`src/rtl/dmem_cache_ctrl_pkg.sv`:
```
`default_nettype none
// ============================================================================
// Module      : dmem_cache_ctrl_pkg
// Description : Shared memory-system definitions. Holds the cache line
//               geometry, the default memory read latency, the controller
//               state encoding and a helper that builds a word address
//               from tag, index and word number.
// Ports       : none (package)
// Revision    : 1.0 - initial release
// ============================================================================
package dmem_cache_ctrl_pkg;

   localparam int TAG_W       = 5;
   localparam int IDX_W       = 8;
   localparam int WORDS       = 4;
   localparam int WORD_W      = $clog2(WORDS);
   localparam int MEM_LAT_DEF = 2;

   typedef enum logic [2:0] {
      S_IDLE  = 3'd0,
      S_WB    = 3'd1,
      S_ALLOC = 3'd2,
      S_FILL  = 3'd3,
      S_RETRY = 3'd4
   } state_t;

   // Byte address of word k of a line; words sit on even byte offsets.
   function automatic logic [15:0] word_addr(input logic [TAG_W-1:0]  tag,
                                             input logic [IDX_W-1:0]  idx,
                                             input logic [WORD_W-1:0] k);
      return {tag, idx, k, 1'b0};
   endfunction

endpackage
`default_nettype wire

```
`src/rtl/dmem_cache_ctrl_fill_tracker.sv`:
```
`default_nettype none
// ============================================================================
// Module      : fill_tracker
// Description : MEM_LAT-deep shift register of outstanding memory read word
//               indices. A word pushed when its read is accepted pops out
//               exactly MEM_LAT cycles later, in the cycle its data returns.
// Ports       : clk, rst (async, active-low)
//               push, push_k    - read accepted this cycle and its word index
//               pop_valid, pop_k - returning word this cycle and its index
// Revision    : 1.0 - initial release
// ============================================================================
module fill_tracker
   import dmem_cache_ctrl_pkg::*;
#(
   parameter int MEM_LAT = MEM_LAT_DEF
) (
   input  logic              clk,
   input  logic              rst,
   input  logic              push,
   input  logic [WORD_W-1:0] push_k,
   output logic              pop_valid,
   output logic [WORD_W-1:0] pop_k
);

   logic [MEM_LAT-1:0]             vld_q, vld_d;
   logic [MEM_LAT-1:0][WORD_W-1:0] k_q, k_d;

   always_comb begin
      vld_d    = '0;
      k_d      = '0;
      vld_d[0] = push;
      k_d[0]   = push_k;
      for (int i = 1; i < MEM_LAT; i++) begin
         vld_d[i] = vld_q[i-1];
         k_d[i]   = k_q[i-1];
      end
   end

   always_ff @(posedge clk or negedge rst) begin
      if (!rst) begin
         vld_q <= '0;
         k_q   <= '0;
      end else begin
         vld_q <= vld_d;
         k_q   <= k_d;
      end
   end

   assign pop_valid = vld_q[MEM_LAT-1];
   assign pop_k     = k_q[MEM_LAT-1];

endmodule
`default_nettype wire

```
`src/rtl/dmem_cache_ctrl.sv`:
```
`default_nettype none
// ============================================================================
// Module      : dmem_cache_ctrl
// Description : Data-memory cache controller between the EX/MEM stage and an
//               external direct-mapped cache array plus banked memory.
//               Hits complete in the request cycle; misses write back a dirty
//               victim, stream four reads, fill the line as words return and
//               then retry the compare access.
// Ports       : clk, rst (async, active-low)
//               Addr/DataIn/Rd/Wr            - request from EX/MEM
//               DataOut/Done/Dmem_Stall/CacheHit/Err - pipeline status
//               c_*  - cache array control (out) and status (in)
//               m_*  - memory control (out) and status (in)
// Revision    : 1.0 - initial release
// ============================================================================
module dmem_cache_ctrl
   import dmem_cache_ctrl_pkg::*;
#(
   parameter int MEM_LAT = MEM_LAT_DEF
) (
   input  logic             clk,
   input  logic             rst,
   input  logic [15:0]      Addr,
   input  logic [15:0]      DataIn,
   input  logic             Rd,
   input  logic             Wr,
   output logic [15:0]      DataOut,
   output logic             Done,
   output logic             Dmem_Stall,
   output logic             CacheHit,
   output logic             Err,
   output logic             c_enable,
   output logic             c_comp,
   output logic             c_write,
   output logic             c_valid_in,
   output logic [TAG_W-1:0] c_tag,
   output logic [IDX_W-1:0] c_index,
   output logic [2:0]       c_offset,
   output logic [15:0]      c_data_in,
   input  logic             c_hit,
   input  logic             c_dirty,
   input  logic             c_valid,
   input  logic [TAG_W-1:0] c_tag_out,
   input  logic [15:0]      c_data_out,
   output logic [15:0]      m_addr,
   output logic [15:0]      m_data_in,
   output logic             m_rd,
   output logic             m_wr,
   input  logic [15:0]      m_data_out,
   input  logic             m_stall
);

   state_t            state_q, state_d;
   logic [WORD_W-1:0] k_q, k_d;       // write-back / read-issue word counter
   logic [WORD_W-1:0] ret_q, ret_d;   // returned-word counter
   logic [15:0]       addr_q, addr_d;
   logic [15:0]       data_q, data_d;
   logic              rd_q, rd_d;
   logic              wr_q, wr_d;

   logic              w_req;
   logic              w_err;
   logic              w_hit;
   logic              w_push;
   logic              w_ret_valid;
   logic [WORD_W-1:0] w_ret_k;

   assign w_req  = Rd | Wr;
   assign w_err  = (Rd & Wr) | (w_req & Addr[0]);
   assign w_hit  = c_hit & c_valid;
   assign w_push = (state_q == S_ALLOC) & ~m_stall;

   fill_tracker #(
      .MEM_LAT (MEM_LAT)
   ) u_fill_tracker (
      .clk       (clk),
      .rst       (rst),
      .push      (w_push),
      .push_k    (k_q),
      .pop_valid (w_ret_valid),
      .pop_k     (w_ret_k)
   );

   // ---------------------------------------------------------------- state
   always_ff @(posedge clk or negedge rst) begin
      if (!rst) begin
         state_q <= S_IDLE;
         k_q     <= '0;
         ret_q   <= '0;
         addr_q  <= '0;
         data_q  <= '0;
         rd_q    <= 1'b0;
         wr_q    <= 1'b0;
      end else begin
         state_q <= state_d;
         k_q     <= k_d;
         ret_q   <= ret_d;
         addr_q  <= addr_d;
         data_q  <= data_d;
         rd_q    <= rd_d;
         wr_q    <= wr_d;
      end
   end

   // ----------------------------------------------------------- next state
   always_comb begin
      state_d = state_q;
      k_d     = k_q;
      ret_d   = ret_q;
      addr_d  = addr_q;
      data_d  = data_q;
      rd_d    = rd_q;
      wr_d    = wr_q;

      // Returns overlap the tail of ALLOC, so they are counted in any state.
      if (w_ret_valid) begin
         ret_d = ret_q + 1'b1;
      end

      case (state_q)
         S_IDLE: begin
            if (w_req && !w_err && !w_hit) begin
               addr_d  = Addr;
               data_d  = DataIn;
               rd_d    = Rd;
               wr_d    = Wr;
               k_d     = '0;
               ret_d   = '0;
               state_d = (c_valid && c_dirty) ? S_WB : S_ALLOC;
            end
         end
         S_WB: begin
            if (!m_stall) begin
               k_d = k_q + 1'b1;
               if (k_q == WORD_W'(WORDS - 1)) begin
                  state_d = S_ALLOC;
               end
            end
         end
         S_ALLOC: begin
            if (!m_stall) begin
               k_d = k_q + 1'b1;
               if (k_q == WORD_W'(WORDS - 1)) begin
                  state_d = S_FILL;
               end
            end
         end
         S_FILL: begin
            // The last return always lands after the last issue, i.e. here.
            if (w_ret_valid && ret_q == WORD_W'(WORDS - 1)) begin
               state_d = S_RETRY;
            end
         end
         S_RETRY: begin
            state_d = S_IDLE;
         end
         default: begin
            state_d = S_IDLE;
         end
      endcase
   end

   // --------------------------------------------------------------- outputs
   always_comb begin
      DataOut    = '0;
      Done       = 1'b0;
      Dmem_Stall = 1'b0;
      CacheHit   = 1'b0;
      Err        = 1'b0;
      c_enable   = 1'b0;
      c_comp     = 1'b0;
      c_write    = 1'b0;
      c_valid_in = 1'b0;
      c_tag      = '0;
      c_index    = '0;
      c_offset   = '0;
      c_data_in  = '0;
      m_addr     = '0;
      m_data_in  = '0;
      m_rd       = 1'b0;
      m_wr       = 1'b0;

      // Outputs are gated by reset so they drop without waiting for a clock.
      if (rst) begin
         case (state_q)
            S_IDLE: begin
               if (w_req) begin
                  if (w_err) begin
                     Err = 1'b1;
                  end else begin
                     c_enable   = 1'b1;
                     c_comp     = 1'b1;
                     c_write    = Wr;
                     c_valid_in = Wr;
                     c_tag      = Addr[15:11];
                     c_index    = Addr[10:3];
                     c_offset   = Addr[2:0];
                     c_data_in  = DataIn;
                     if (w_hit) begin
                        Done     = 1'b1;
                        CacheHit = 1'b1;
                        DataOut  = Rd ? c_data_out : 16'h0;
                     end else begin
                        Dmem_Stall = 1'b1;
                     end
                  end
               end
            end
            S_WB: begin
               Dmem_Stall = 1'b1;
               c_enable   = 1'b1;
               c_tag      = addr_q[15:11];
               c_index    = addr_q[10:3];
               c_offset   = {k_q, 1'b0};
               m_wr       = 1'b1;
               m_addr     = word_addr(c_tag_out, addr_q[10:3], k_q);
               m_data_in  = c_data_out;
            end
            S_ALLOC: begin
               Dmem_Stall = 1'b1;
               m_rd       = 1'b1;
               m_addr     = word_addr(addr_q[15:11], addr_q[10:3], k_q);
            end
            S_FILL: begin
               Dmem_Stall = 1'b1;
            end
            S_RETRY: begin
               Done       = 1'b1;
               c_enable   = 1'b1;
               c_comp     = 1'b1;
               c_write    = wr_q;
               c_valid_in = wr_q;
               c_tag      = addr_q[15:11];
               c_index    = addr_q[10:3];
               c_offset   = addr_q[2:0];
               c_data_in  = data_q;
               DataOut    = rd_q ? c_data_out : 16'h0;
            end
            default: begin
            end
         endcase

         // Line fill: the cache port is otherwise idle in ALLOC and FILL.
         if (w_ret_valid && (state_q == S_ALLOC || state_q == S_FILL)) begin
            c_enable   = 1'b1;
            c_comp     = 1'b0;
            c_write    = 1'b1;
            c_valid_in = 1'b1;
            c_tag      = addr_q[15:11];
            c_index    = addr_q[10:3];
            c_offset   = {w_ret_k, 1'b0};
            c_data_in  = m_data_out;
         end
      end
   end

endmodule
`default_nettype wire

```
`config.mk`:
```
export PLATFORM = sky130hd
export DESIGN_NAME = dmem_cache_ctrl
export DESIGN_NICKNAME = d
export VERILOG_FILES = /design/src/rtl/dmem_cache_ctrl_pkg.sv /design/src/rtl/dmem_cache_ctrl_fill_tracker.sv /design/src/rtl/dmem_cache_ctrl.sv
export SDC_FILE = /design/constraint.sdc
export NUM_CORES = 1
export LEC_CHECK = 0
export ABC_AREA = 1
export CAP_MARGIN = 10
export CORE_MARGIN = 3
export CORE_UTILIZATION = 44
export CTS_CLUSTER_SIZE = 14
export DETAILED_ROUTE_END_ITERATION = 8
export PLACE_DENSITY = 0.92
export SLEW_MARGIN = 20
export SYNTH_ARGS = -nofsm -noshare
export SYNTH_HDL_FRONTEND = slang
export SYNTH_SLANG_ARGS = --single-unit
export TNS_END_PERCENT = 10
```
`constraint.sdc`:
```
create_clock -name clk -period 4.9 [get_ports clk]
set_input_delay 1.225 -clock clk [delete_from_list [all_inputs] [get_ports clk]]
set_output_delay 1.225 -clock clk [all_outputs]
set_load 0.01 [all_outputs]
```
# Word-level counts from Yosys, hierarchy flattened
# Index checks and enable logic that the tools add are counted.
[word_totals]
ff_bits = 47
latchBits = 0
ram_bits = 0
romBits = 0
output_inout_bits = 90
word_cells = 126
n_memories = 0
[classes]
addsub = 2
n_mul = 0
div = 0
n_lt_le_gt_ge = 0
n_eq_ne = 13
shifts = 0
mux = 78
bitwise_logic = 7
n_reduce_logical = 16
[ops]
columns = ["cell", "n"]
rows = [
  ["two-way mux 16 bit", 13],
  ["case mux 16 bit (2 select lines)", 3],
  ["two-way mux 8 bit", 4],
  ["two-way mux 3 bit", 10],
  ["two-way mux 1 bit", 28],
  ["two-way mux 5 bit", 4],
  ["case mux 8 bit (2 select lines)", 1],
  ["two-way mux 2 bit", 6],
  ["inequality test 2 bit (second input constant)", 6],
  ["case mux 3 bit (4 select lines)", 1],
  ["case mux 1 bit (2 select lines)", 5],
  ["case mux 5 bit (2 select lines)", 1],
  ["case mux 3 bit (3 select lines)", 1],
  ["== test 3 x 2 -> 1 bit (second input constant)", 2],
  ["AND reduction 6 bit", 1],
  ["logical AND 1 bit", 5],
  ["adder 2 x 1 -> 2 bit (second input constant)", 2],
  ["bitwise AND 1 bit", 4],
  ["== test 2 bit (second input constant)", 2],
  ["case mux 2 bit (2 select lines)", 1],
  ["OR reduction 2 bit", 2],
  ["== test 3 x 1 -> 1 bit (second input constant)", 1],
  ["== test 3 bit (second input constant)", 1],
  ["logical NOT 3 bit", 1],
  ["other kinds (9)", 11],
]

# Longest topological paths before layout
[depth]
ltp_word = 8
mapped_depth = 10

# Cells and area by module
# From an unflattened synthesis, not the netlist that was laid out.
[unflattened]
hier_cells = 496
hier_area_um2 = 3398.3
[by_module_without_submodules]
columns = ["mod", "instances", "cells_per_inst", "area_per_inst_um2", "seq_area_each_um2"]
rows = [
  ["dmem_cache_ctrl", 1, 490, 3248.1, 1026.0],
  ["fill_tracker", 1, 6, 150.1, 150.1],
]

# Worst setup path before layout
# Ideal clock, no wire load.
[synth_path]
kind = "input -> output"
start = "input port Rd"
end = "output port c_write"
arrival_ps = 2102
required_time_ps = 3675
path_slack_ps = 1573
stages = 6
path_buffers = 1
path_cell_list = "nand2_1 -> nand2_1 -> nand2_1 -> nand3_1 -> a31oi_1 -> buf_4"
[synth_between]
elab_chain_len = 8
word_cells_on_any_way = 9
classes_between = "mux (5); bitwise (4)"
[synth_rtl]
columns = ["element", "line_no", "source"]
rows = [
  ["start: declaration", "dmem_cache_ctrl.sv:25", "input logic Rd,"],
  ["bitwise OR 1 bit", "dmem_cache_ctrl.sv:68", "assign w_req = Rd | Wr;"],
  ["bitwise AND 1 bit", "dmem_cache_ctrl.sv:69", "assign w_err = (Rd & Wr) | (w_req & Addr[0]);"],
  ["bitwise OR 1 bit", "dmem_cache_ctrl.sv:69", ""],
  ["two-way mux 1 bit", "--", ""],
  ["two-way mux 1 bit (*)", "--", ""],
  ["case mux 1 bit (2 select lines) (*)", "--", ""],
  ["two-way mux 1 bit (*) (2 in series)", "--", ""],
  ["end: declaration", "dmem_cache_ctrl.sv:34", "output logic c_write,"],
]
# Mark *: on every way between the ends. The rest lies on a longest branch, timed or not.

# Worst setup path after layout
[layout_path]
start = "input port Rd"
end = "output port c_tag[0]"
[layout_between]
elab_chain_len = 8
word_cells_on_any_way = 9
classes_between = "mux (5); bitwise (4)"
[layout_rtl]
columns = ["element", "line_no", "source"]
rows = [
  ["bitwise OR 1 bit", "dmem_cache_ctrl.sv:68", ""],
  ["bitwise AND 1 bit", "dmem_cache_ctrl.sv:69", ""],
  ["bitwise OR 1 bit", "dmem_cache_ctrl.sv:69", ""],
  ["two-way mux 5 bit", "dmem_cache_ctrl.sv:188", "if (w_err) begin"],
  ["two-way mux 5 bit (*)", "dmem_cache_ctrl.sv:187", "if (w_req) begin"],
  ["case mux 5 bit (2 select lines) (*)", "dmem_cache_ctrl.sv:185", "case (state_q)"],
  ["two-way mux 5 bit (*)", "dmem_cache_ctrl.sv:244", "if (w_ret_valid && (state_q == S_ALLOC || state_q == S_FILL)) begin"],
  ["two-way mux 5 bit (*)", "dmem_cache_ctrl.sv:184", "if (rst) begin"],
  ["end: declaration", "dmem_cache_ctrl.sv:36", "output logic [TAG_W-1:0] c_tag,"],
]
# Marks and branches as above.

==> out/results.ini <==
[cts]
postCtsResizedCells=0
cts_tree=built
clock_latency_ns=0.31
cts_buffer_depth=2
clk_root_buffer_cell=clkbuf_8
cts_buffers=5
postCtsSetupBuffers=0
clkSinkCount=47
cts_hold_buf=0
cts.clk_slew.worst_paths_ns=0.10
h-tree-depth=2

[route]
drtIter0Drc=164
num_vias=3849
ant_nets=0
first_pass_iters=5
drc=0
drt-total-wl_mm=10.8
viasPerCell=5.15
wl_per_cell_um=14.5

[yosys]
postSynthCellCount=500
avgSynthCellArea_um2=6.58
ys_ff_latch=47
syn_nets=579
synth_top_cell_area_share=0.358
yosys-top-cells-area=dfrtp_1 (36%), nand2_1 (23%), o21ai_0 (6.5%)
ys_seq_area_frac=0.358
synth-simple-area-share=0.384
yosysWarnings=0
yosysTopAreaCell=dfrtp_1
synth-xor-area-share=0.00266
synthArstFlopShare=1.00
post-synth-top-count-cell=nand2_1
yosys-mux-area-fraction=0.00342
synth_top_family_by_area=simple AND/OR/NAND/NOR gates
synth-main-ff-cell=dfrtp_1
synth_common_cells=nand2_1 (199), dfrtp_1 (47), inv_1 (47), o21ai_0 (43), nor2_1 (35)
synth-compound-area-share=0.124
yosys.area_share.adder=0.00761
ys_types=32
syn_area_um2=3290
synth-edff-count=0

[global_routing]
grt_usage=0.253
grt_max_degree=39
grt_pass1_wl_mm=17.7
grt_overflow=0
first_global_vias=3779
grt_antenna_before_repair=0

[power_and_ir_drop]
ir_drop_uv=261
power.density_nw_per_um2=407
p_leak_nw=2.30

[worst_setup_path]
path_common_cell=nand2_1
path_class=primary input to primary output
critPathArrivalTime_ns=3.43
crit_chain=clkdlybuf4s50_1, nand2_1, nand2_1, nor2_4, nand2_4, nor2_4, nand2_1, nand3_1, clkdlybuf4s50_1
r2r_cells=6
required_ns=3.67
path_buf_inv=2
crit_start=Rd
worstSetupEndpoint=c_tag[0]
reg2reg_from=state_q[1]
cp-end-kind=primary output
worstPathMaxFanout=19
worstSetupStartpointType=primary input
cp.depth=9
crit_family=simple AND/OR/NAND/NOR gates
reg2reg_slack_ns=2.74
cp_slowest_cell=clkdlybuf4s50_1
worstReg2RegEnd=data_q[15]
slowest_delay_ns=0.57

[sta]
relSlewSlack=0.570
hold_viol_final=0
post-route-period-util=0.950
final.min_clock_period_ns=4.66
setup_viol=0
fmax_mhz=215
rsz0062_at_grt=false
tns_ns=0
fin_hold_ws_ns=0.358
clock-skew-final_ns=0.0155
tightest_slew_ns=0.644
drv_slew=0

[min_path]
min_path_type=flip-flop to flip-flop

[die]
rows=30
die_y_um=92.4
coreArea_um2=7020
start_util=0.468
die_x_um=92.4
ios=167
die_area_um2=8550

[layout]
seqCellArea_um2=1180
drive_gt1_frac=0.0645
insertedDiodeCount=0
layout.nets=729
multi_input_comb_area_um2=1720
final.fill_count=555
area_delta_synth_final_pct=52.7

[run_status]
status=completed

[placement]
dp_hpwl_mm=8.33
gp_congestion=0.871
portBuffers=165

[flow_run]
cap_violations=0

## metrics by stage
stage          worst slack [ns]  cells  power (mW)   util  cell area, um2
2_1_floorplan              1.57    500        1.32      -            3290
3_3_place_gp              0.392    739        1.69  0.699            4900
3_5_place_dp              0.277    739        1.75  0.699            4900
4_1_cts                   0.268    747        2.05  0.715            5020
5_1_grt                   0.150    747        2.20  0.715            5020
6_report                  0.244    747        2.04  0.715            5020
## registers in the layout (all words and copies together), names as in the netlist
| name | cells |
|---|---|
| u_fill_tracker.vld_q | 2 |
| wr_q | 1 |
| u_fill_tracker.pop_k | 2 |
| addr_q | 16 |
| ret_q | 2 |
| rd_q | 1 |
| u_fill_tracker.k_d | 2 |
| state_q | 3 |
| data_q | 16 |
| k_q | 2 |
## worst reg2reg max path, stage by stage, from the launching register on
cell	delay (ns)
dfrtp_1	0.53
nor2_8	0.21
nand2_4	0.09
nor2_4	0.51
inv_2	0.43
nand2_1	0.15
o21ai_0	0.10
## power by group
part	switching [mW]	internal (mW)
sequential	0.131	0.556
clock	0.133	0.154
combinational	0.614	0.456
total	0.879	1.17
## layer usage
metal / global-route usage / vias up / part of all wire
li1: - / 1861 / -
met1: 0.289 / 1794 / 0.37
met2: 0.462 / 168 / 0.51
met3: 0.0528 / 26 / 0.083
met4: 0.0941 / 0 / 0.028
met5: 0 / - / 0
## layout by cell type (no fill, tap or decap), drive strengths merged, types with 2 or more instances in the layout
cell	netlist	layout
o21ai	53	53
nand3	36	36
nand4	6	6
a21oi	21	21
dfrtp	47	47
inv	54	55
clkbuf	1	5
nor3	2	2
ha	2	2
buf	26	6
nand2	206	206
clkdlybuf4s50	0	164
nor2	39	39
## kinds of logic after synthesis
kind of cell,after synthesis
AO/OA/AOI/OAI,77
XOR/XNOR,1
adder cells (fa/ha/maj),2
buffers and inverters,81
flip-flops,47
multiplexers,1
other,1
AND/OR/NAND/NOR,290
## how the worst min path moves through the flow
stage	depth (start not counted)	from	slack, ns	end
finish	0	u_fill_tracker.k_d[2]	0.36	u_fill_tracker.pop_k[0]
global route	0	u_fill_tracker.vld_q[0]	0.36	u_fill_tracker.vld_q[1]
CTS	0	u_fill_tracker.k_d[2]	0.35	u_fill_tracker.pop_k[0]
detailed placement	0	u_fill_tracker.vld_q[0]	0.34	u_fill_tracker.vld_q[1]
global placement	0	u_fill_tracker.vld_q[0]	0.33	u_fill_tracker.vld_q[1]
floorplan	0	u_fill_tracker.k_d[2]	0.33	u_fill_tracker.pop_k[0]
## final cells by class
class,count,share of cell area
multi-input combinational,372,0.342
clock inverter,3,0.00922
tap,96,0.0239
inverter,54,0.0409
timing repair buffer,170,0.335
sequential,47,0.234
clock buffer,5,0.0137
Power figures use the tool's default switching activity.
==> RTL edit, RTL diff (same flow settings) <==
Encoding of `state_t`: now one-hot (5 bits for 5 states).
--- a/src/rtl/dmem_cache_ctrl_pkg.sv
+++ b/src/rtl/dmem_cache_ctrl_pkg.sv
@@ -18,8 +18,8 @@
 
-   typedef enum logic [2:0] {
-      S_IDLE  = 3'd0,
-      S_WB    = 3'd1,
-      S_ALLOC = 3'd2,
-      S_FILL  = 3'd3,
-      S_RETRY = 3'd4
+   typedef enum logic [4:0] {
+      S_IDLE  = 5'b00001,
+      S_WB    = 5'b00010,
+      S_ALLOC = 5'b00100,
+      S_FILL  = 5'b01000,
+      S_RETRY = 5'b10000
    } state_t;
Formal check against the unedited RTL: same outputs for any inputs over 4 cycles, from zero or initial values and one cycle with rst low; so few cycles prove little.
==> RTL edit against the original RTL <==
Sequential cell count is 2 higher; fmax up 3.0%; design area grew 5.0%; total power down 9.1%; routed wire length rose by 11%; sequential share of layout area decreased by 0.14 points; synthesized area rose by 4.3%; worst setup slack better by 0.14 ns.
==> RTL edit: results (changes against the original RTL) <==
[sta]
whs_ns=0.358  ; -0.000414 ns
clock.fmax_mhz=221  ; +3.0%
slew_headroom_pct=54.3  ; -2.7 points

[place]
place_inst=769  ; +4.1%
dpl.hpwl_um=8950  ; +7.5%
place.gp.congestion=0.862  ; -1.1%
placed_cell_area_um2=5140  ; +4.7%

[worst_hold_path]
hold_path_end=u_fill_tracker.pop_k[1]
holdCritStartpoint=u_fill_tracker.k_d[3]

[routing]
wl_um=12000  ; +11%
detail_route.iter0.violations=347  ; +110%
num_vias=4178  ; +8.5%

[power_and_ir_drop]
p_sw_share_pct=40.6  ; -2.3 points
power.leakage_nw=2.36  ; +2.6%
vdd_drop_max_mv=0.285  ; +9.3%

[cells_and_area]
finalNetCount=756  ; +3.7%
num-fill-cells=597  ; +7.6%
drive_above_1_share_pct=7.67  ; +1.2 points
reg_top3=addr_q (16), data_q (16), state_q (5)

[grt]
grt_first_pass_wirelength_um=18800  ; +6.2%
grt_max_degree=35  ; -10%
grt_util_all_layers_pct=26.8  ; +1.5 points
grt_pass1_vias=3967  ; +5.0%

[cts]
clk_latency_ns=0.30
cts_resized=0  ; unchanged

[synthesis]
syn-num-nets=600  ; +3.6%
yosysSeqAreaShare_pct=35.8  ; about the same
netlist_top_cells_area=dfrtp_1 (35%), nor2_1 (11%), nand2_1 (10%)
ys_top_cells_by_count=nor2_1 (97), nand2_1 (94), inv_1 (65)
synthCells=521  ; +4.2%

[worst_setup_path]
crit_path_max_fanout=14  ; -5
critical_path_arrival_ns=3.30  ; -0.13 ns
r2r-start=state_q[2]
timing.rr.end=wr_q
rrSetupSlack_ns=2.64  ; -0.10 ns

[run_status]
status=finished clean

RTL edit: cell types whose count changed after synthesis, moves of 5 or more:
cell,delta
o21ai_1,-5
nor2_1,+62
nor2_2,+12
clkbuf_1,+11
nand4_1,+18
nand2_1,-105
buf_6,-5
inv_1,+18
buf_2,-8
o22ai_1,+13
nand3_1,+15
RTL edit: worst max-delay path by stage:
| stage | depth (start not counted) | endpoint | slack, ns | start |
|---|---|---|---|---|
| after floorplan | 6 | Done | 1.40 | Addr[0] |
| after global placement | 9 | c_data_in[1] | 0.45 | Rd |
| after detailed placement | 8 | Done | 0.39 | Rd |
| after CTS | 9 | c_data_in[1] | 0.38 | Rd |
| after global routing | 8 | CacheHit | 0.23 | Rd |
| final | 8 | Done | 0.38 | Rd |
RTL edit: layer usage:
layer / routed length [um] / GRT usage (%)
met1: 4600 / 32.5
met2: 5810 / 45.2
met5: 0 / 0
met4: 386 / 11.4
met3: 1200 / 6.33
RTL edit: critical path, delay by kind of cell:
kind / cells / cell delay [ns]
buffers and inverters: 3 / 1.29
and+or+nand+nor: 4 / 0.59
AOI/OAI and AO/OA: 1 / 0.20
RTL edit: power groups by stage:
| stage | clock [mW] | combinational, mW | sequential, mW |
|---|---|---|---|
| after global routing | 0.354 | 0.957 | 0.679 |
| after detailed placement | 0 | 0.845 | 0.668 |
| after global placement | 0 | 0.812 | 0.657 |
| after CTS | 0.341 | 0.850 | 0.659 |
| after floorplan | 0 | 0.558 | 0.645 |
| final | 0.339 | 0.858 | 0.660 |
RTL edit: logic make-up after synthesis:
family / count (synthesis) / synth area share [%]
xor+xnor: 1 / 0.255
simple gates: 295 / 39.3
compound gates: 74 / 11.4
mux: 1 / 0.292
other cells: 1 / 0.109
flops: 49 / 35.8
fa+ha+maj: 2 / 0.730
buf+inv: 98 / 12.1
RTL edit: final cells by class:
cell class | instances | area, um^2 | share of cell area (%)
inverters | 70 | 263 | 4.99
repair buffers | 177 | 1740 | 33.0
flip-flops and latches | 49 | 1230 | 23.3
multi-input cells | 374 | 1790 | 33.9
clock inverters | 3 | 65.1 | 1.23
well taps | 99 | 124 | 2.35
clock buffers | 5 | 68.8 | 1.31
